## src/rtl/hh_pkg.sv

```systemverilog
// Shared types and constants for the time-multiplexed neuron scheduler.
package hh_pkg;

    localparam int DATA_W = 8;
    localparam logic [DATA_W-1:0] V_RESET_DEF = 8'd0;
    localparam int REFRACT_DEF = 3;

    typedef enum logic [1:0] {
        IDLE,
        ISSUE,
        WAIT,
        WRBK
    } state_t;

endpackage

```

## src/rtl/hh_rr_arb.sv

```systemverilog
// Round-robin picker: first requesting id after the last grant, wrapping modulo N.
module hh_rr_arb #(
    parameter int N   = 4,
    parameter int IDW = (N > 1) ? $clog2(N) : 1
) (
    input  logic [N-1:0]   req,
    input  logic [IDW-1:0] last,
    output logic [IDW-1:0] gnt
);

    logic found;
    int   j;

    // NOTE: every combinational output gets a default first so no path leaves it unassigned (no latch).
    always_comb begin
        gnt   = '0;
        found = 1'b0;
        j     = 0;
        for (int i = 1; i <= N; i++) begin
            j = (int'(last) + i) % N;
            if (!found && req[IDW'(j)]) begin
                found = 1'b1;
                gnt   = IDW'(j);
            end
        end
    end

endmodule

```

## src/rtl/hh_scheduler.sv

```systemverilog
// Sweeps N virtual neurons through one shared update datapath per tick and
// streams spike events out through a round-robin valid/ready port.
module hh_scheduler
    import hh_pkg::*;
#(
    parameter int                N_NEURONS  = 4,
    parameter int                REFRACT    = REFRACT_DEF,
    parameter logic [DATA_W-1:0] V_RESET    = V_RESET_DEF,
    parameter int                DP_TIMEOUT = 15,
    localparam int               IDW        = (N_NEURONS > 1) ? $clog2(N_NEURONS) : 1
) (
    input  logic              clk,
    input  logic              rst_n,
    input  logic              tick,
    input  logic              enable,
    input  logic              cfg_we,
    input  logic [IDW-1:0]    cfg_addr,
    input  logic [DATA_W-1:0] cfg_data,
    output logic              dp_start,
    output logic [DATA_W-1:0] dp_v,
    output logic [DATA_W-1:0] dp_stim,
    input  logic              dp_done,
    input  logic [DATA_W-1:0] dp_v_next,
    input  logic              dp_spike,
    output logic              ev_valid,
    input  logic              ev_ready,
    output logic [IDW-1:0]    ev_id,
    output logic              busy,
    output logic              sweep_done,
    output logic              overrun,
    output logic              ev_drop,
    output logic              dp_err
);

    localparam int RW = (REFRACT > 0) ? $clog2(REFRACT + 1) : 1;
    localparam int CW = $clog2(DP_TIMEOUT + 1);

    state_t            state, state_nx;
    logic [IDW-1:0]    idx;
    logic [CW-1:0]     wait_cnt;
    logic [DATA_W-1:0] v_mem    [N_NEURONS];
    logic [DATA_W-1:0] stim_mem [N_NEURONS];
    logic [RW-1:0]     refr_mem [N_NEURONS];
    logic [DATA_W-1:0] op_v, op_stim, res_v;
    logic              res_spike, res_skip;
    logic [N_NEURONS-1:0] pending, set_vec, clr_vec;
    logic [IDW-1:0]    last_granted, gnt;
    logic              last_idx, timeout, spike_acc, handshake;
    logic [DATA_W-1:0] stim_eff;

    assign last_idx  = (idx == IDW'(N_NEURONS - 1));
    assign timeout   = (wait_cnt == CW'(DP_TIMEOUT)) && !dp_done;
    assign stim_eff  = (refr_mem[idx] != '0) ? '0 : stim_mem[idx];
    assign spike_acc = (state == WRBK) && !res_skip && res_spike && (refr_mem[idx] == '0);

    always_comb begin
        state_nx = state;
        case (state)
            IDLE:    if (tick && enable) state_nx = ISSUE;
            ISSUE:   state_nx = WAIT;
            WAIT:    if (dp_done || timeout) state_nx = WRBK;
            WRBK:    state_nx = last_idx ? IDLE : ISSUE;
            default: state_nx = IDLE;
        endcase
    end

    // Operands are live during ISSUE, then held so a cfg write cannot disturb them mid-update.
    assign dp_start   = (state == ISSUE);
    assign dp_v       = (state == ISSUE) ? v_mem[idx] : op_v;
    assign dp_stim    = (state == ISSUE) ? stim_eff   : op_stim;
    assign busy       = (state != IDLE);
    assign sweep_done = (state == WRBK) && last_idx;

    // NOTE: sequential state uses non-blocking assignments only, so every flop sees pre-edge values.
    always_ff @(posedge clk or negedge rst_n) begin
        if (!rst_n) begin
            state     <= IDLE;
            idx       <= '0;
            wait_cnt  <= '0;
            op_v      <= '0;
            op_stim   <= '0;
            res_v     <= '0;
            res_spike <= 1'b0;
            res_skip  <= 1'b0;
            overrun   <= 1'b0;
            dp_err    <= 1'b0;
        end else begin
            state <= state_nx;
            if (tick && busy) overrun <= 1'b1;
            case (state)
                IDLE: if (tick && enable) idx <= '0;
                ISSUE: begin
                    op_v     <= v_mem[idx];
                    op_stim  <= stim_eff;
                    wait_cnt <= CW'(1);
                end
                WAIT: begin
                    if (dp_done) begin
                        res_v     <= dp_v_next;
                        res_spike <= dp_spike;
                        res_skip  <= 1'b0;
                        wait_cnt  <= '0;
                    end else if (timeout) begin
                        res_skip  <= 1'b1;
                        dp_err    <= 1'b1;
                        wait_cnt  <= '0;
                    end else begin
                        wait_cnt  <= wait_cnt + 1'b1;
                    end
                end
                WRBK: if (!last_idx) idx <= idx + 1'b1;
                default: ;
            endcase
        end
    end

    // NOTE: the neuron arrays are small flop banks that must come up cleared, so they sit on the async reset.
    always_ff @(posedge clk or negedge rst_n) begin
        if (!rst_n) begin
            for (int i = 0; i < N_NEURONS; i++) begin
                v_mem[i]    <= '0;
                stim_mem[i] <= '0;
                refr_mem[i] <= '0;
            end
        end else begin
            if (cfg_we) stim_mem[cfg_addr] <= cfg_data;
            if (state == WRBK && !res_skip) begin
                if (spike_acc) begin
                    v_mem[idx]    <= V_RESET;
                    refr_mem[idx] <= RW'(REFRACT);
                end else begin
                    v_mem[idx] <= res_v;
                    if (refr_mem[idx] != '0) refr_mem[idx] <= refr_mem[idx] - 1'b1;
                end
            end
        end
    end

    hh_rr_arb #(.N(N_NEURONS), .IDW(IDW)) u_arb (
        .req  (pending),
        .last (last_granted),
        .gnt  (gnt)
    );

    assign ev_valid  = |pending;
    assign ev_id     = gnt;
    assign handshake = ev_valid && ev_ready;
    assign set_vec   = spike_acc ? (N_NEURONS'(1) << idx) : '0;
    assign clr_vec   = handshake ? (N_NEURONS'(1) << gnt) : '0;

    // Set is OR-ed in after the clear, so a same-cycle set of the granted bit survives.
    always_ff @(posedge clk or negedge rst_n) begin
        if (!rst_n) begin
            pending      <= '0;
            last_granted <= IDW'(N_NEURONS - 1);
            ev_drop      <= 1'b0;
        end else begin
            pending <= (pending & ~clr_vec) | set_vec;
            if (handshake) last_granted <= gnt;
            if (spike_acc && pending[idx] && !clr_vec[idx]) ev_drop <= 1'b1;
        end
    end

endmodule

```

## config.mk

```make
export PLATFORM = sky130hd
export DESIGN_NAME = hh_scheduler
export DESIGN_NICKNAME = d
export VERILOG_FILES = /design/src/rtl/hh_pkg.sv /design/src/rtl/hh_rr_arb.sv /design/src/rtl/hh_scheduler.sv
export SDC_FILE = /design/constraint.sdc
export NUM_CORES = 1
export LEC_CHECK = 0
export CORE_ASPECT_RATIO = 1.75
export CORE_MARGIN = 2
export CORE_UTILIZATION = 51
export CTS_CLUSTER_DIAMETER = 80
export DETAILED_ROUTE_END_ITERATION = 6
export PLACE_DENSITY = 0.84
export SLEW_MARGIN = 0
export SYNTH_ARGS = -nofsm -noshare
export SYNTH_HDL_FRONTEND = slang
export SYNTH_HIERARCHICAL = 1
export SYNTH_SLANG_ARGS = --single-unit
```

## constraint.sdc

```tcl
create_clock -name clk -period 2.1 [get_ports clk]
set_clock_uncertainty 0.2 [all_clocks]
set_input_delay 0.21 -clock clk [delete_from_list [all_inputs] [get_ports clk]]
set_output_delay 0.21 -clock clk [all_outputs]
set_load 0.03 [all_outputs]
```

==> flow_summary.toml <==
[run_status]
status = "complete, but fails checks"
violations = "setup timing"

[grt]
grt_max_degree = 51
grt_usage = 0.239
first_global_vias = 3911
antenna_found_initial = 0
grt_overflow = 0
grt_pass1_wl_um = 19400

[synth]
yosysSeqAreaShare = 0.556
synth_area_sq_mm = 0.00518
ys_async_sr_fraction = 1.00
synth.area.top_cells = "dfrtp_1 (55%), mux2_2 (10%), mux4_2 (7.4%), o21ai_0 (4.8%), nand2_1 (4.1%)"
yosysMostFrequentCell = "dfrtp_1"
yosysTopAreaCell = "dfrtp_1"
synth_ff_type = "dfrtp_1"
ys_seq_elements = 115
ys.warnings.count = 6
yosys-top-cells-count = "dfrtp_1 (113), nand2_1 (57), o21ai_0 (50)"
avgSynthCellArea_sq_um = 12.6
synth_edf_count = 0
syn_nets = 447
ys_types = 42
synth_top_cell_area_share = 0.546
syn_inst = 410

[clock_network]
cts_sinks = 115
htreeDepth = 4
root_buffer = "clkbuf_16"
clkSlewWorstSetupHoldPaths_ns = 0.05
clk_latency_ns = 0.41
cts_buffers = 17
clk_path_buf_depth = 2
tritoncts = "done"

[setup_path]
worst_setup_path_start_kind = "register"
cp.arrival_ns = 2.18
end_kind = "output port"
crit_type = "register to output port"
required_ns = 1.69
rr_worst_depth = 10
cp_max_fo = 8

[floorplanning]
die_area_sq_mm = 0.0110
die_h_um = 137
rows = 48
pin_count = 51
initial_core_util = 0.526
core_region_area_sq_mm = 0.00985
fp.dieW_um = 80.2

[timing]
setup_slack_ns = -0.490
timing.fmax_mhz = 386
tightest_slew_ns = 0.468
setup_viol = 62
rsz0062_at_grt = "yes"
finalHoldViolCount = 0
fin_crit_sh = 1.23
post-route-min-period_ns = 2.59
final_max_slew_viol_count = 0
maxSlewHeadroom = 0.688

[place]
place_congestion = 0.820
dp_hpwl_um = 7740
port_buffers = 50
dp_slack_ns = -0.300

[job]
cap_violations = 0

[drt]
wl_per_cell_um = 20.0
vias = 3845
wl_um = 13100
drc = 0
drt_first_iter_violations = 319
vias_per_cell = 5.90
antenna_left = 0
drtPass1Iterations = 4

[power_and_ir_drop]
power_density_mw_per_mm2 = 1650
p_leak_uw = 0.00319
vdd_drop_max_mv = 0.926

[hold_path]
hold_path.class = "primary input to asynchronous set/reset pin"

[finish]
nNetsFinal = 553
syn_to_final_growth_pct = 40.2
post-route-util = 0.737
diodes = 0
drive_gt1_frac = 0.469
worst max-delay path, stage by stage (launching register included):
cell	delay [ns]
dfrtp_2	0.44
buf_6	0.13
mux4_2	0.50
inv_2	0.09
ha_4	0.15
buf_12	0.14
nand3_2	0.08
o21ai_2	0.09
buf_6	0.15
flip-flops by register name (all words and copies together), names as in the netlist:
name          count
last_granted      2
stim_mem         32
res_spike         1
wait_cnt          4
v_mem            32
res_v             8
state             2
idx               2
dp_err            1
op_v              8
refr_mem          8
overrun           1
res_skip          1
pending           4
op_stim           8
ev_drop           1
layer usage:
| layer | wire [um] | vias up | track usage | share of wire |
|---|---|---|---|---|
| met3 | 548 | 28 | 0.0649 | 0.042 |
| met1 | 4640 | 2011 | 0.258 | 0.36 |
| met4 | 287 | 0 | 0.0895 | 0.022 |
| met5 | 0 | - | 0 | 0 |
| met2 | 7590 | 112 | 0.439 | 0.58 |
| li1 | - | 1694 | - | - |
per-stage QoR:
step                      cells  power [uW]  instance area (sq um)  hold WS, ns  setup TNS [ns]
after floorplan             410        6440                   5280       -0.286               0
after global placement      600        7760                   6100      -0.0226           -9.92
after detailed placement    600        7970                   6100      -0.0119          -12.13
after CTS                   645       11300                   7000       0.0996          -10.69
after global routing        652       12600                   7260        0.130          -18.10
final                       652       12000                   7260       0.0955          -14.83
final cells by class:
cell class	instances	area, sq um
sequential	115	2880
clock buffer	24	472
fill	603	2590
tap	125	156
timing repair buffer	102	1050
inverter	18	67.6
multi-input combinational	262	2590
clock inverter	6	32.5
timing repair:
action / in CTS / in global routing
endpoints found under the hold margin: 113 / 0
buffers inserted: 15 / 12
resized for setup: 149 / 57
endpoints found under the setup margin: 67 / 66
pin swaps: 18 / 11
hold buffers: 1 / 0
where the power goes:
group / internal, uW / leakage (uW) / total (uW) / switching, uW
Sequential: 2980 / 0.00143 / 3570 / 583
Combinational: 2940 / 0.00152 / 5960 / 3020
Clock: 1540 / 0.000249 / 2480 / 938
Total: 7460 / 0.00319 / 12000 / 4540
placed cells by master (no fill, tap or decap), types with 3 or more instances in the layout:
cell and n:
dfrtp_1 111, nand2_1 47, mux2_2 43, buf_4 35
o21ai_2 30, clkdlybuf4s50_1 27, buf_6 27, mux4_2 19
inv_1 17, clkbuf_16 17, o21ai_0 9, buf_12 9
mux2_4 8, nand3_2 8, o22a_1 8, nand2_8 8
ha_1 8, a21oi_1 7, o21ai_1 7, nand3_1 5
clkinv_2 5, clkbuf_1 5, a22o_1 4, o21ai_4 4
nor2b_1 3, nand3b_1 3, nor2_4 3, a21o_1 3
logic make-up after synthesis:
| kind of cell | synth area share |
|---|---|
| buffers and inverters | 0.0297 |
| and+or+nand+nor | 0.0872 |
| adders and majority gates | 0.0266 |
| xor gates and xnor gates | 0.00338 |
| DFF | 0.556 |
| AOI/OAI and AO/OA | 0.0964 |
| muxes | 0.201 |
worst paths after layout:
check | slack (ns) | to | start
hold / removal | 0.1 | v_mem[20]$_DFFE_PN0P_ | rst_n
min in group clk | 0.21 | res_v[3]$_DFFE_PN0P_ | dp_v_next[3]
setup reg to reg | -0.30 | pending[1]$_DFF_PN0_ | idx[0]$_DFFE_PN0P_
max in group asynchronous | 0.98 | last_granted[0]$_DFFE_PN1P_ | rst_n
hold reg to reg | 0.25 | dp_err$_DFFE_PN0P_ | dp_err$_DFFE_PN0P_
setup / recovery | -0.49 | dp_stim[2] | idx[0]$_DFFE_PN0P_
(Power assumes the default switching activity.)
